$ cat config.mk
export PLATFORM = sky130hd
export DESIGN_NAME = issue_fetch
export DESIGN_NICKNAME = d
export VERILOG_FILES = /design/src/rtl/issue_fetch_pkg.sv /design/src/rtl/issue_fetch_imm_gen.sv /design/src/rtl/issue_fetch.sv
export SDC_FILE = /design/constraint.sdc
export NUM_CORES = 1
export LEC_CHECK = 0
export BUFFER_PORTS_ARGS = -buffer_cell sky130_fd_sc_hd__buf_4
export CORE_MARGIN = 4
export CORE_UTILIZATION = 50
export DETAILED_ROUTE_END_ITERATION = 10
export GPL_TIMING_DRIVEN = 0
export PLACE_DENSITY_LB_ADDON = 0.1
export SLEW_MARGIN = 15
export SYNTH_ARGS = -nofsm -noshare
export SYNTH_HDL_FRONTEND = slang
export SYNTH_SLANG_ARGS = --single-unit
$ cat constraint.sdc
create_clock -name clk_in -period 5.55 [get_ports clk_in]
set_input_delay 1.11 -clock clk_in [delete_from_list [all_inputs] [get_ports clk_in]]
set_output_delay 1.11 -clock clk_in [all_outputs]
set_load 0.03 [all_outputs]
$ cat src/rtl/issue_fetch_pkg.sv
// Shared constants for the fetch front end: opcode values, FSM state
// encoding and the default predictor index width.
package issue_fetch_pkg;

    // Width of the predictor table index fields carried with each instruction.
    localparam int PRED_TABLE_BIT = 8;

    // RV32 major opcodes that affect the next fetch address.
    localparam logic [6:0] OPC_JAL    = 7'b1101111;
    localparam logic [6:0] OPC_JALR   = 7'b1100111;
    localparam logic [6:0] OPC_BRANCH = 7'b1100011;

    // Fetch controller states, 2-bit encoding.
    typedef enum logic [1:0] {
        ST_IDLE    = 2'd0,
        ST_FETCH   = 2'd1,
        ST_HOLD    = 2'd2,
        ST_DISCARD = 2'd3
    } fetch_state_e;

    // Sequential successor of a PC (32-bit wrap).
    function automatic logic [31:0] pc_plus4(input logic [31:0] pc);
        return pc + 32'd4;
    endfunction

endpackage

$ cat src/rtl/issue_fetch_imm_gen.sv
// Combinational immediate extraction for JAL (J-type) and conditional
// branches (B-type); both results are sign-extended to 32 bits.
module imm_gen (
    input  logic [31:0] inst_i,
    output logic [6:0]  opcode_o,
    output logic [31:0] j_imm_o,
    output logic [31:0] b_imm_o
);

    // Slice the instruction fields into opcode and the two immediates.
    always_comb begin
        opcode_o = inst_i[6:0];
        j_imm_o  = {{12{inst_i[31]}}, inst_i[19:12], inst_i[20], inst_i[30:21], 1'b0};
        b_imm_o  = {{20{inst_i[31]}}, inst_i[7], inst_i[30:25], inst_i[11:8], 1'b0};
    end

endmodule

$ cat src/rtl/issue_fetch.sv
// Instruction fetch stage: requests one instruction at a time from the
// icache, queries the branch predictor with the returned word, computes the
// next PC and hands the instruction to the issue queue. Supports ROB
// redirects (flush) and a global stall (rdy_in low).
module issue_fetch
    import issue_fetch_pkg::*;
#(
    parameter logic [31:0] RESET_PC  = 32'h0000_0000,
    parameter int          PRED_BITS = PRED_TABLE_BIT
) (
    input  logic                 clk_in,
    input  logic                 rst_in,
    input  logic                 rdy_in,

    output logic                 icache_req,
    output logic [31:0]          icache_addr,
    input  logic                 icache_valid,
    input  logic [31:0]          icache_inst,

    output logic                 pred_req,
    output logic [31:0]          pred_addr,
    input  logic [31:0]          pred_taken,
    input  logic [PRED_BITS-1:0] pred_g_ind,
    input  logic [PRED_BITS-1:0] pred_l_ind,

    input  logic                 iq_full,
    output logic                 iq_valid,
    output logic [31:0]          iq_inst,
    output logic [31:0]          iq_pc,
    output logic                 iq_pred,
    output logic [PRED_BITS-1:0] iq_g_ind,
    output logic [PRED_BITS-1:0] iq_l_ind,

    input  logic                 flush_in,
    input  logic [31:0]          flush_pc
);

    fetch_state_e         state_q;
    logic [31:0]          pc_q;
    logic                 icache_req_q;
    logic [31:0]          icache_addr_q;
    logic                 iq_valid_q;
    logic [31:0]          iq_inst_q;
    logic [31:0]          iq_pc_q;
    logic                 iq_pred_q;
    logic [PRED_BITS-1:0] iq_g_ind_q;
    logic [PRED_BITS-1:0] iq_l_ind_q;

    logic [6:0]           opcode_s;
    logic [31:0]          j_imm_s;
    logic [31:0]          b_imm_s;
    logic [31:0]          pc_d;
    logic                 pred_d;
    logic                 pred_taken_unused_s;

    // Only bit 0 of the prediction carries information.
    assign pred_taken_unused_s = ^pred_taken[31:1];

    imm_gen u_imm_gen (
        .inst_i   (icache_inst),
        .opcode_o (opcode_s),
        .j_imm_o  (j_imm_s),
        .b_imm_o  (b_imm_s)
    );

    // Next PC and predicted-taken flag for the instruction currently returned.
    always_comb begin
        pc_d   = pc_plus4(pc_q);
        pred_d = 1'b0;
        case (opcode_s)
            OPC_JAL: begin
                pc_d   = pc_q + j_imm_s;
                pred_d = 1'b1;
            end
            OPC_BRANCH: begin
                pred_d = pred_taken[0];
                if (pred_taken[0]) begin
                    pc_d = pc_q + b_imm_s;
                end else begin
                    pc_d = pc_plus4(pc_q);
                end
            end
            OPC_JALR: begin
                // Target is unknown here; fall through sequentially.
                pc_d   = pc_plus4(pc_q);
                pred_d = 1'b0;
            end
            default: begin
                pc_d   = pc_plus4(pc_q);
                pred_d = 1'b0;
            end
        endcase
    end

    // Fetch FSM with all datapath and output registers; rdy_in low freezes everything.
    always_ff @(posedge clk_in or posedge rst_in) begin
        if (rst_in) begin
            state_q       <= ST_IDLE;
            pc_q          <= RESET_PC;
            icache_req_q  <= 1'b0;
            icache_addr_q <= 32'h0000_0000;
            iq_valid_q    <= 1'b0;
            iq_inst_q     <= 32'h0000_0000;
            iq_pc_q       <= 32'h0000_0000;
            iq_pred_q     <= 1'b0;
            iq_g_ind_q    <= '0;
            iq_l_ind_q    <= '0;
        end else if (rdy_in) begin
            // iq_valid is a single-cycle pulse unless set below.
            iq_valid_q <= 1'b0;
            if (flush_in) begin
                pc_q <= flush_pc;
                case (state_q)
                    ST_FETCH: begin
                        if (icache_valid) begin
                            // Response arrived with the flush: drop it now.
                            icache_req_q <= 1'b0;
                            state_q      <= ST_IDLE;
                        end else begin
                            // Request still outstanding: swallow its response later.
                            state_q <= ST_DISCARD;
                        end
                    end
                    ST_DISCARD: begin
                        if (icache_valid) begin
                            icache_req_q <= 1'b0;
                            state_q      <= ST_IDLE;
                        end else begin
                            state_q <= ST_DISCARD;
                        end
                    end
                    default: begin
                        // IDLE or HOLD: any held instruction is dropped.
                        state_q <= ST_IDLE;
                    end
                endcase
            end else begin
                case (state_q)
                    ST_IDLE: begin
                        if (!iq_full) begin
                            state_q       <= ST_FETCH;
                            icache_req_q  <= 1'b1;
                            icache_addr_q <= pc_q;
                        end else begin
                            state_q <= ST_IDLE;
                        end
                    end
                    ST_FETCH: begin
                        if (icache_valid) begin
                            icache_req_q <= 1'b0;
                            iq_inst_q    <= icache_inst;
                            iq_pc_q      <= pc_q;
                            iq_pred_q    <= pred_d;
                            iq_g_ind_q   <= pred_g_ind;
                            iq_l_ind_q   <= pred_l_ind;
                            pc_q         <= pc_d;
                            if (!iq_full) begin
                                iq_valid_q <= 1'b1;
                                state_q    <= ST_IDLE;
                            end else begin
                                state_q <= ST_HOLD;
                            end
                        end else begin
                            state_q <= ST_FETCH;
                        end
                    end
                    ST_HOLD: begin
                        if (!iq_full) begin
                            iq_valid_q <= 1'b1;
                            state_q    <= ST_IDLE;
                        end else begin
                            state_q <= ST_HOLD;
                        end
                    end
                    ST_DISCARD: begin
                        if (icache_valid) begin
                            icache_req_q <= 1'b0;
                            state_q      <= ST_IDLE;
                        end else begin
                            state_q <= ST_DISCARD;
                        end
                    end
                    default: begin
                        state_q <= ST_IDLE;
                    end
                endcase
            end
        end
    end

    // The predictor is queried in the same cycle the instruction word returns.
    always_comb begin
        pred_req  = (state_q == ST_FETCH) && icache_valid && rdy_in;
        pred_addr = pc_q;
    end

    assign icache_req  = icache_req_q;
    assign icache_addr = icache_addr_q;
    assign iq_valid    = iq_valid_q;
    assign iq_inst     = iq_inst_q;
    assign iq_pc       = iq_pc_q;
    assign iq_pred     = iq_pred_q;
    assign iq_g_ind    = iq_g_ind_q;
    assign iq_l_ind    = iq_l_ind_q;

endmodule

==> metrics.txt <==
status=complete, no violations; skew final=12.9 ps; reg-to-reg setup timing slack=around 1600 ps; Slew @ Worst Pin=890 ps; Static Leak=0.00584 µW; Tot GR Track Use=31.8%; Worst path max stage delay=720 ps; die area=approximately 22,000 µm²; first-pass GRT wire length=54,000 µm; Worst EP arrival=4500 ps; Critical Path End Type=flop; Final Hold Viols=0; worst vdd ir=roughly 0.28 mV; #FFs+latches synth=between 100 and 150; wl on met1=14,400 µm; Main synth FF type=dfrtp_1; Mapped Nets=1,331; Post-synth EDFFs=0; WHS Endpoint=iq_l_ind[1]$_DFFE_PP0P_; Netlist cell types=75; Die H=147 µm; # clock sinks=149; mapped cell area=9680 µm²; Crit path top cell by count=a21oi_1; fin. max-slew vios=0; Initial Util=about half; Post-Syn Instances=between 1k and 1.5k; pin count of the biggest net entering global routing=79; cts hold-fix bufs=0; CP max stage cell=o41ai_2; grt ovf=0; Clock transition at path regs=70 ps; Layout area overhead=28.3%; post-layout util=65.7%; I/O pin cnt=266; number of inserted diodes=0; Post-CTS Setup Bufs=0; final wirelength=about 35,000 µm; Tmin final=4200 ps; Worst Hold Launch=iq_l_ind[1]$_DFFE_PP0P_; CTS tree=done; total negative setup slack=0 ps; sequential fraction of the synthesis area=38.5%; # DRC=0; core area=18,900 µm²; Vias/cell=5.90; Filler cells=1,723; Worst Path Class, Setup=input port to flop; Resized Gates After CTS=0; clk buf depth=2; worst path cell trace=buf_4, ha_1, fa_1, a211oi_1, o21ai_0, a32oi_1, a21oi_1, o41ai_2, o31ai_1, a221oi_1, a21oi_1; drt pass-1 iters=6; vias in the first global route=9,604; Max-slew headroom=between 40% and 50%; H-tree lvl count=4; total CTS buffers=17; worst hold path type=flop to flop; Req. time, crit path=5850 ps; startpoint types=input port; worst flop-to-flop path startpoint=pred_addr[1]$_DFFE_PP0P_; clk_lat worst skew=440 ps; part of the cycle the worst path needs=75.6%; Final setup viols=0; Antenna Nets Post-Route=0; Die W=147 µm; R2R cell count=10; met3 WL=roughly 3400 µm; R2R Path End=pred_addr[27]$_DFFE_PP0P_; final net count=1,585; asr flop ratio synth=100%; Final GP Congestion=0.961; share of cells above drive strength 1=22.7%; DR vias=9,962; wire length per cell=20.7 µm; # port buffers=234; Syn. warnings=0; Crit Path Max Fanout=5; FMAX=0.238 GHz; initial antenna violation count=0; Syn Area/Cell=8.33 µm²; PwrDens=451 nW/µm²; met2 WL post-DR=~16,000 µm; Initial DRC Count=about 1.0k; RSZ-0062 raised after global routing=no; hold path depth=2; DR top layer=met4; MaxCap Viol Count=0; Root Driver=clkbuf_16; DP HPWL=26,100 µm; Core Rows=50
## layout make-up
type / instances / area, µm² / area share (%)
Buffer: 65 / 248 / 1.99
Sequential cell: 149 / 3730 / 30.0
Timing Repair Buffer: 235 / 1780 / 14.4
Clock inverter: 14 / 186 / 1.50
Clock buffer: 18 / 439 / 3.54
Inverter: 19 / 78.8 / 0.635
Tap cell: 260 / 325 / 2.62
Multi-Input combinational cell: 929 / 5630 / 45.3
## routing by layer
layer / global-route usage (%) / vias to the layer above
met5: 0 / -
met4: 12.8 / 0
met3: 7.34 / 83
met2: 49.9 / 506
met1: 42.8 / 4753
li1: - / 4620
## placed cells by master (no fill, tap or decap), drive strengths merged, types with 15 or more instances in the layout
cell,instances
dfrtp,149
nor2,64
a21o,15
mux2,33
nand4,17
clkbuf,77
a21oi,90
o21ai,70
nand3,24
ha,49
inv,26
buf,241
xnor2,28
and3,19
xor2,21
nand2,311
## critical path, delay by kind of cell
family,cells,cell delay [ps]
buffers and inverters,1,120
adders and majority gates,2,660
AOI/OAI and AO/OA,8,2610
## report_power, final
group          total (µW)  switching [µW]  internal (µW)
Clock                1240             546            699
Combinational        2630            1640            998
Sequential           1720             305           1420
Total                5600            2490           3120
## per-stage QoR
stage / std cells / total power (µW) / area (µm²) / setup slack [ps] / hold slack [ps]
after floorplan: 1162 / 3360 / 9680 / 432 / 538
after global placement: 1656 / 4310 / 11800 / -1430 / 460
after detailed placement: 1657 / 4350 / 11800 / 1110 / 464
after CTS: 1689 / 5600 / 12400 / 1520 / 480
after global routing: 1689 / 5890 / 12400 / 1270 / 502
final: 1689 / 5600 / 12400 / 1350 / 474
## cell families after synthesis
family	count (synthesis)	share of synthesized area, %
adder cells (fa/ha/maj)	51	6.75
XOR/XNOR	49	4.44
buffers and inverters	84	3.30
multiplexers	38	4.36
AND/OR/NAND/NOR	491	22.1
AO/OA/AOI/OAI	300	20.6
flip-flops	149	38.5
## synth_stat cells (15+ instances only)
library cell | n | area, µm²
a21o_1 | 15 | 113
nand2_1 | 311 | 1170
nand3_1 | 24 | 120
inv_1 | 19 | 71.3
clkbuf_1 | 59 | 221
dfrtp_1 | 149 | 3730
nand4_1 | 17 | 106
and3_1 | 19 | 119
xor2_1 | 21 | 184
xnor2_1 | 28 | 245
ha_1 | 49 | 613
o21ai_0 | 59 | 295
a21oi_1 | 89 | 445
nor2_1 | 62 | 233
mux2_2 | 33 | 372
## how the worst max path moves through the flow
stage,start,endpoint,cells past startpoint
floorplan,rst_in,icache_addr[0]$_DFFE_PP0P_,1
global placement,rst_in,iq_inst[18]$_DFFE_PP0P_,2
detailed placement,icache_inst[8],pred_addr[27]$_DFFE_PP0P_,11
CTS,icache_inst[8],pred_addr[27]$_DFFE_PP0P_,11
global route,icache_inst[8],pred_addr[27]$_DFFE_PP0P_,11
finish,icache_inst[8],pred_addr[27]$_DFFE_PP0P_,11
## state kept, by name (all words and copies together), names as in the netlist
register / flops
iq_g_ind: 8
icache_addr: 32
state_q: 2
icache_req: 1
iq_valid: 1
pred_addr: 32
iq_l_ind: 8
iq_pc: 32
iq_pred: 1
iq_inst: 32
Power figures use the tool's default switching activity.
